### src/rtl/microwire_eeprom_ctrl_if.sv
// Command/response bus between the register layer and the Microwire EEPROM controller.
// The master issues commands; the slave (controller) answers with a one-cycle response pulse.
interface microwire_eeprom_ctrl_if #(
    parameter int ADDR_W = 6
);
    logic              cmd_valid;
    logic              cmd_ready;
    logic [2:0]        cmd_op;
    logic [ADDR_W-1:0] cmd_addr;
    logic [15:0]       cmd_data;
    logic              rsp_valid;
    logic [1:0]        rsp_status;
    logic [15:0]       rsp_data;
    logic              busy;

    modport master (
        output cmd_valid, cmd_op, cmd_addr, cmd_data,
        input  cmd_ready, rsp_valid, rsp_status, rsp_data, busy
    );

    modport slave (
        input  cmd_valid, cmd_op, cmd_addr, cmd_data,
        output cmd_ready, rsp_valid, rsp_status, rsp_data, busy
    );
endinterface

### src/rtl/microwire_eeprom_ctrl.sv
// Microwire controller for x16 93Cxx EEPROMs: serialises one instruction frame,
// optionally shifts in read data, then polls ready/busy after programming operations.
module microwire_eeprom_ctrl #(
    parameter int ADDR_W        = 6,
    parameter int CLK_DIV       = 64,
    parameter int CS_LOW_CYCLES = 16,
    parameter int POLL_TIMEOUT  = 1000000
) (
    input  logic                   clk,
    input  logic                   rst,
    microwire_eeprom_ctrl_if.slave bus,
    output logic                   cs,
    output logic                   sclk,
    output logic                   din,
    input  logic                   dout
);
    localparam int CMD_BITS = 3 + ADDR_W;
    localparam int FRAME_W  = CMD_BITS + 16;
    localparam int DIV_W    = (CLK_DIV > 1) ? $clog2(CLK_DIV) : 1;
    localparam int GAP_W    = (CS_LOW_CYCLES > 1) ? $clog2(CS_LOW_CYCLES) : 1;
    localparam int POLL_W   = (POLL_TIMEOUT > 1) ? $clog2(POLL_TIMEOUT) : 1;
    localparam int BIT_W    = $clog2(FRAME_W);

    localparam logic [2:0] OP_READ  = 3'd0;
    localparam logic [2:0] OP_WRITE = 3'd1;
    localparam logic [2:0] OP_ERASE = 3'd2;
    localparam logic [2:0] OP_EWEN  = 3'd3;
    localparam logic [2:0] OP_EWDS  = 3'd4;
    localparam logic [2:0] OP_ERAL  = 3'd5;
    localparam logic [2:0] OP_WRAL  = 3'd6;
    localparam logic [2:0] OP_RSVD  = 3'd7;

    typedef enum logic [2:0] {
        S_IDLE, S_SHIFT_OUT, S_READ_IN, S_CS_GAP,
        S_POLL, S_POLL_END, S_ILLEGAL, S_DONE
    } state_t;

    state_t              state, state_next;
    logic [DIV_W-1:0]    div_cnt;
    logic [BIT_W-1:0]    bit_cnt;
    logic [GAP_W-1:0]    gap_cnt;
    logic [POLL_W-1:0]   poll_cnt;
    logic [FRAME_W-1:0]  frame_q, frame_new;
    logic [15:0]         rd_shift, rsp_data_q;
    logic [2:0]          op_q;
    logic [1:0]          status_q, opcode;
    logic [ADDR_W-1:0]   addr_field;
    logic [15:0]         data_field;
    logic                dout_meta, dout_s, rsp_valid_q;
    logic                half_end, bit_end, shift_last, read_last, gap_end, poll_end;
    logic                write_op, poll_op;

    assign half_end   = (div_cnt == DIV_W'(CLK_DIV - 1));
    assign bit_end    = half_end & sclk;
    assign write_op   = (op_q == OP_WRITE) || (op_q == OP_WRAL);
    assign poll_op    = write_op || (op_q == OP_ERASE) || (op_q == OP_ERAL);
    assign shift_last = (bit_cnt == (write_op ? BIT_W'(FRAME_W - 1) : BIT_W'(CMD_BITS - 1)));
    assign read_last  = (bit_cnt == BIT_W'(16));
    assign gap_end    = (gap_cnt == GAP_W'(CS_LOW_CYCLES - 1));
    assign poll_end   = (poll_cnt == POLL_W'(POLL_TIMEOUT - 1));

    // The frame is left-aligned so din is always the MSB of a register shifted in zeros.
    assign din = frame_q[FRAME_W-1];

    assign bus.cmd_ready  = (state == S_IDLE);
    assign bus.busy       = (state != S_IDLE);
    assign bus.rsp_valid  = rsp_valid_q;
    assign bus.rsp_status = status_q;
    assign bus.rsp_data   = rsp_data_q;

    // Instruction frame assembled from the command fields at acceptance.
    always_comb begin
        opcode     = 2'b00;
        addr_field = bus.cmd_addr;
        data_field = '0;
        case (bus.cmd_op)
            OP_READ:  opcode = 2'b10;
            OP_WRITE: begin
                opcode     = 2'b01;
                data_field = bus.cmd_data;
            end
            OP_ERASE: opcode = 2'b11;
            OP_EWEN:  addr_field = {2'b11, {(ADDR_W-2){1'b0}}};
            OP_EWDS:  addr_field = '0;
            OP_ERAL:  addr_field = {2'b10, {(ADDR_W-2){1'b0}}};
            OP_WRAL:  begin
                addr_field = {2'b01, {(ADDR_W-2){1'b0}}};
                data_field = bus.cmd_data;
            end
            default:  addr_field = '0;
        endcase
    end
    assign frame_new = {1'b1, opcode, addr_field, data_field};

    always_comb begin
        state_next = state;
        case (state)
            S_IDLE:      if (bus.cmd_valid) state_next = (bus.cmd_op == OP_RSVD) ? S_ILLEGAL : S_SHIFT_OUT;
            S_SHIFT_OUT: if (bit_end && shift_last) state_next = (op_q == OP_READ) ? S_READ_IN : S_CS_GAP;
            S_READ_IN:   if (bit_end && read_last) state_next = S_CS_GAP;
            S_CS_GAP:    if (gap_end) state_next = poll_op ? S_POLL : S_DONE;
            // Ready is tested first so it wins over a simultaneous timeout.
            S_POLL:      if (dout_s || poll_end) state_next = S_POLL_END;
            S_POLL_END:  if (gap_end) state_next = S_DONE;
            S_ILLEGAL:   state_next = S_DONE;
            S_DONE:      state_next = S_IDLE;
            default:     state_next = S_IDLE;
        endcase
    end

    always_ff @(posedge clk or posedge rst) begin
        if (rst) state <= S_IDLE;
        else     state <= state_next;
    end

    // Datapath: SCLK divider, frame shifter, read capture, gap/poll counters and response.
    always_ff @(posedge clk or posedge rst) begin
        if (rst) begin
            dout_meta   <= 1'b0;
            dout_s      <= 1'b0;
            cs          <= 1'b0;
            sclk        <= 1'b0;
            rsp_valid_q <= 1'b0;
            div_cnt     <= '0;
            bit_cnt     <= '0;
            gap_cnt     <= '0;
            poll_cnt    <= '0;
            frame_q     <= '0;
            rd_shift    <= '0;
            rsp_data_q  <= '0;
            op_q        <= '0;
            status_q    <= '0;
        end else begin
            dout_meta   <= dout;
            dout_s      <= dout_meta;
            cs          <= (state_next == S_SHIFT_OUT) || (state_next == S_READ_IN) ||
                           (state_next == S_POLL);
            rsp_valid_q <= (state_next == S_DONE);
            gap_cnt     <= ((state == S_CS_GAP || state == S_POLL_END) && state_next == state) ?
                           gap_cnt + 1'b1 : '0;
            poll_cnt    <= (state == S_POLL && state_next == S_POLL) ? poll_cnt + 1'b1 : '0;

            if (state == S_IDLE && bus.cmd_valid) begin
                op_q    <= bus.cmd_op;
                div_cnt <= '0;
                bit_cnt <= '0;
                sclk    <= 1'b0;
                if (bus.cmd_op == OP_RSVD) begin
                    status_q <= 2'b10;
                end else begin
                    status_q <= 2'b00;
                    frame_q  <= frame_new;
                end
            end else if (state == S_SHIFT_OUT || state == S_READ_IN) begin
                if (half_end) begin
                    div_cnt <= '0;
                    sclk    <= ~sclk;
                    if (sclk) begin
                        frame_q <= {frame_q[FRAME_W-2:0], 1'b0};
                        bit_cnt <= (state_next != state) ? '0 : bit_cnt + 1'b1;
                        // 17 shifts through 16 bits push the leading dummy zero out.
                        if (state == S_READ_IN) rd_shift <= {rd_shift[14:0], dout_s};
                    end
                end else begin
                    div_cnt <= div_cnt + 1'b1;
                end
            end

            if (state == S_POLL && state_next == S_POLL_END) status_q <= dout_s ? 2'b00 : 2'b01;
            if (state == S_CS_GAP && state_next == S_DONE && op_q == OP_READ) rsp_data_q <= rd_shift;
        end
    end
endmodule

### src/flat_wrapper.sv
// flat-port wrapper written by rule: the top's interface ports become plain ports
module microwire_eeprom_ctrl_flat 
#(
    parameter int ADDR_W        = 6,
    parameter int CLK_DIV       = 64,
    parameter int CS_LOW_CYCLES = 16,
    parameter int POLL_TIMEOUT  = 1000000
)
  (clk, rst, cs, sclk, din, dout, bus_cmd_valid, bus_cmd_op, bus_cmd_addr, bus_cmd_data, bus_cmd_ready, bus_rsp_valid, bus_rsp_status, bus_rsp_data, bus_busy);
  microwire_eeprom_ctrl_if #(.ADDR_W(ADDR_W)) bus_i ();
  input  logic clk;
  input  logic rst;
  output logic cs;
  output logic sclk;
  output logic din;
  input  logic dout;
  input wire logic [$bits(bus_i.cmd_valid)-1:0] bus_cmd_valid;
  input wire logic [$bits(bus_i.cmd_op)-1:0] bus_cmd_op;
  input wire logic [$bits(bus_i.cmd_addr)-1:0] bus_cmd_addr;
  input wire logic [$bits(bus_i.cmd_data)-1:0] bus_cmd_data;
  output wire logic [$bits(bus_i.cmd_ready)-1:0] bus_cmd_ready;
  output wire logic [$bits(bus_i.rsp_valid)-1:0] bus_rsp_valid;
  output wire logic [$bits(bus_i.rsp_status)-1:0] bus_rsp_status;
  output wire logic [$bits(bus_i.rsp_data)-1:0] bus_rsp_data;
  output wire logic [$bits(bus_i.busy)-1:0] bus_busy;
  assign bus_i.cmd_valid = bus_cmd_valid;
  assign bus_i.cmd_op = bus_cmd_op;
  assign bus_i.cmd_addr = bus_cmd_addr;
  assign bus_i.cmd_data = bus_cmd_data;
  assign bus_cmd_ready = bus_i.cmd_ready;
  assign bus_rsp_valid = bus_i.rsp_valid;
  assign bus_rsp_status = bus_i.rsp_status;
  assign bus_rsp_data = bus_i.rsp_data;
  assign bus_busy = bus_i.busy;
  microwire_eeprom_ctrl #(.ADDR_W(ADDR_W), .CLK_DIV(CLK_DIV), .CS_LOW_CYCLES(CS_LOW_CYCLES), .POLL_TIMEOUT(POLL_TIMEOUT)) u_core (.clk(clk), .rst(rst), .bus(bus_i), .cs(cs), .sclk(sclk), .din(din), .dout(dout));
endmodule
### config.mk
export PLATFORM = sky130hd
export DESIGN_NAME = microwire_eeprom_ctrl_flat
export DESIGN_NICKNAME = d
export VERILOG_FILES = /design/src/rtl/microwire_eeprom_ctrl_if.sv /design/src/rtl/microwire_eeprom_ctrl.sv /design/src/flat_wrapper.sv
export SDC_FILE = /design/constraint.sdc
export NUM_CORES = 1
export LEC_CHECK = 0
export CORE_UTILIZATION = 51
export DETAILED_ROUTE_END_ITERATION = 8
export PLACE_DENSITY_LB_ADDON = 0.2
export SYNTH_ARGS = -nofsm -noshare
export SYNTH_HDL_FRONTEND = slang
export SYNTH_SLANG_ARGS = --single-unit
### constraint.sdc
create_clock -name clk -period 3.05 [get_ports clk]
set_clock_uncertainty 0.15 [all_clocks]
set_input_delay 0.305 -clock clk [delete_from_list [all_inputs] [get_ports clk]]
set_output_delay 0.305 -clock clk [all_outputs]
set_load 0.005 [all_outputs]
==> results.toml <==
[status]
status = "finished, final reports clean"

[sta]
relSlewSlack_pct = 45.6
hold_ws_ns = 0.215
finalCritPeriodShare_pct = 90.8
finalWorstSetupSlack_ns = 0.280
drv_slew = 0
max_freq_mhz = 361
finalHoldViolCount = 0
rsz0062_at_grt = "false"
worst_slew_pin_slew_ns = 0.814
setup_tns_ns = 0
final-setup-viol-count = 0
period_needed_ns = 2.77

[worst_setup_path]
slowest_stage = "or4b_2"
cp_max_fo = 20
worst_ep_required_time_ns = 3.14
critPathCaptureType = "register"
crit_type = "reg -> reg"
cp.arrival_ns = 2.86
start_kind = "register"
cp_top_family = "simple AND/OR/NAND/NOR gates"
slowest_delay_ns = 0.68
worstPathCellList = "or4b_2 > nor4_1 > a2bb2oi_1 > nand4_1 > or2_1 > nor2_1"
path_buf_inv = 0

[route]
routed.top_layer = "met4"
wl_mm = 9.25
ant_nets = 0
wl_per_cell_um = 14.4
vias_per_cell = 5.36
met2RoutedLength_mm = 4.41
wl_met3_um = 330
drt-initial-drc-count = 122
wl_met1_mm = 4.38
first_pass_iters = 4
num_vias = 3446
route.detailed.drc = 0

[synth]
synth_top_cells_by_count = "dfrtp_1 (105), nand2_1 (49), nor2_1 (47), o21ai_0 (38), mux2_2 (22)"
yosysUniqueCellTypes = 54
syn-mean-instance-area_um2 = 10.7
synth.area.top_cells = "dfrtp_1 (54%), mux2_2 (5.1%), o21ai_0 (3.9%), nand2_1 (3.8%), nor2_1 (3.6%)"
syn_area_um2 = 4880
synth_compound_area_share_pct = 11.1
ys_warn_count = 0
synth-simple-area-share_pct = 16.3
ys_ff_latch = 105
ys.flop_type = "dfrtp_1"
synth_area_leader_cell = "dfrtp_1"
synthAdderAreaFrac_pct = 1.28
synthMuxAreaShare_pct = 8.15
synth_xor_area_share_pct = 5.74
synth.top_cell.area_share_pct = 53.8
synth.most_common_cell = "dfrtp_1"
synthCells = 458
synth_nets = 492
synth_edf_count = 0
synth_top_family_by_area = "simple AND/OR/NAND/NOR gates"
synthArstFlopShare_pct = 100
ys_seq_area_share_pct = 53.8

[floorplanning]
start_util_pct = 52.8
fp.dieH_um = 99.8
fp-row-count = 35
ios = 53
die_w_um = 99.8
die_area_um2 = 9970
core_region_area_um2 = 9240

[cells_and_area]
fillers = 798
synthToLayoutAreaGrowth_pct = 17.7
layout.nets = 543
layout-drive-gt1-share_pct = 14.2
n_antenna_cell = 0
utilization_pct = 62.2
instances_no_fill = 643
design_area_um2 = 5750

[clock_tree]
cts_sinks = 105
clkTransAtPathRegs_ns = 0.11
max-clock-path-buffers = 2
worst_skew_pair.late_latency_ns = 0.38
htree_levels = 3
numCtsBuffers = 9
cts_resized = 0
cts_setup_buffers = 0
root_buffer = "clkbuf_8"
hold_buffers = 0
cts_tree = "yes"

[placed_design]
place_ws_ns = 0.324
dpl_cell_area_um2 = 5560
dp_hpwl_mm = 6.37
place_congestion = 0.836
port-buffer-count = 52
dp.cells = 627

[power_and_ir_drop]
worst_ir_drop_vdd_uv = 303
p_leak_nw = 2.49
power_per_cell_area_nw_per_um2 = 542
total_power_mw = 3.12

[job]
maxCapViolCount = 0

[global_routing]
grt_max_degree = 48
grt_pass1_wl_mm = 16.2
grt-ovfl-total = 0
grt_pass1_vias = 3405
grtUsageTotal_pct = 20.6
antenna_found_initial = 0

[min_path]
hold_path_class = "in -> reg"
==> cell type report <==
| cell class | count | area [um^2] | area share [%] |
|---|---|---|---|
| tap | 129 | 161 | 2.81 |
| clock inverter | 7 | 67.6 | 1.18 |
| clock buffer | 9 | 124 | 2.16 |
| timing repair buffer | 63 | 628 | 10.9 |
| sequential | 105 | 2630 | 45.7 |
| inverter | 15 | 60.1 | 1.05 |
| multi-input combinational | 315 | 2080 | 36.2 |
==> state kept, by name (all words and copies together), names as in the netlist, 2 cells and up <==
register and count:
u_core.gap_cnt 4, u_core.poll_cnt 20, u_core.op_q 3, u_core.state 3
u_core.rd_shift 16, u_core.bus.rsp_status 2, u_core.div_cnt 6, u_core.frame_q 25
u_core.bus.rsp_data 16, u_core.bit_cnt 5
==> layer usage <==
metal	track usage, %	vias to the layer above
li1	-	1685
met1	28.1	1691
met2	32.2	60
met3	5.15	10
met4	7.13	0
met5	0	-
==> worst register-to-register path: cells and delay by family, from the launching register on <==
kind	cells	cell delay (ns)
AO/OA/AOI/OAI	1	0.18
AND/OR/NAND/NOR	5	1.87
flip-flops	1	0.43
==> report_power, final <==
group / switching, mW / internal, mW / leakage (nW)
logic: 0.319 / 0.277 / 1.01
registers: 0.156 / 1.53 / 1.40
clock network: 0.519 / 0.312 / 0.0863
==> layout by cell type, fill, tap and decap left out, types with 3 or more instances in the layout <==
cell type,Yosys,layout
dfrtp_1,105,105
clkdlybuf4s50_1,0,52
nand2_1,49,49
nor2_1,47,47
o21ai_0,38,38
mux2_2,22,22
a22oi_1,19,19
xor2_1,17,17
xnor2_1,15,15
nand3_1,15,15
inv_1,14,13
mux2_4,10,10
nand4_1,9,9
clkbuf_8,0,9
buf_4,0,9
nor3_1,7,7
a21oi_1,7,7
nand2b_1,5,5
ha_1,5,5
and3_1,4,4
o31ai_1,4,4
clkinvlp_4,0,4
or3_1,3,3
a221oi_1,3,3
nor2b_1,3,3
==> cell families (layout without fill, tap and decap cells) <==
family / after synthesis / after routing
adder cells (fa/ha/maj): 5 / 5
multiplexers: 32 / 32
flip-flops: 105 / 105
AND/OR/NAND/NOR: 161 / 161
buffers and inverters: 38 / 94
AO/OA/AOI/OAI: 85 / 85
XOR/XNOR: 32 / 32
==> path summary, 6_finish.rpt <==
check / startpoint / to / slack, ns / cells past startpoint
worst min-delay path: dout / u_core.dout_meta$_DFF_PP0_ / 0.21 / 1
min in group asynchronous: rst / u_core.bus.rsp_data[2]$_DFFE_PP0P_ / 0.27 / 2
worst max register to register: u_core.poll_cnt[8]$_DFF_PP0_ / u_core.poll_cnt[5]$_DFF_PP0_ / 0.28 / 6
worst min register to register: u_core.dout_meta$_DFF_PP0_ / u_core.dout_s$_DFF_PP0_ / 0.22 / 0
worst max-delay path: u_core.poll_cnt[8]$_DFF_PP0_ / u_core.poll_cnt[5]$_DFF_PP0_ / 0.28 / 6
max in group asynchronous: rst / u_core.bus.rsp_data[10]$_DFFE_PP0P_ / 1.85 / 3
Note: power is estimated with default switching activity, not from simulation.
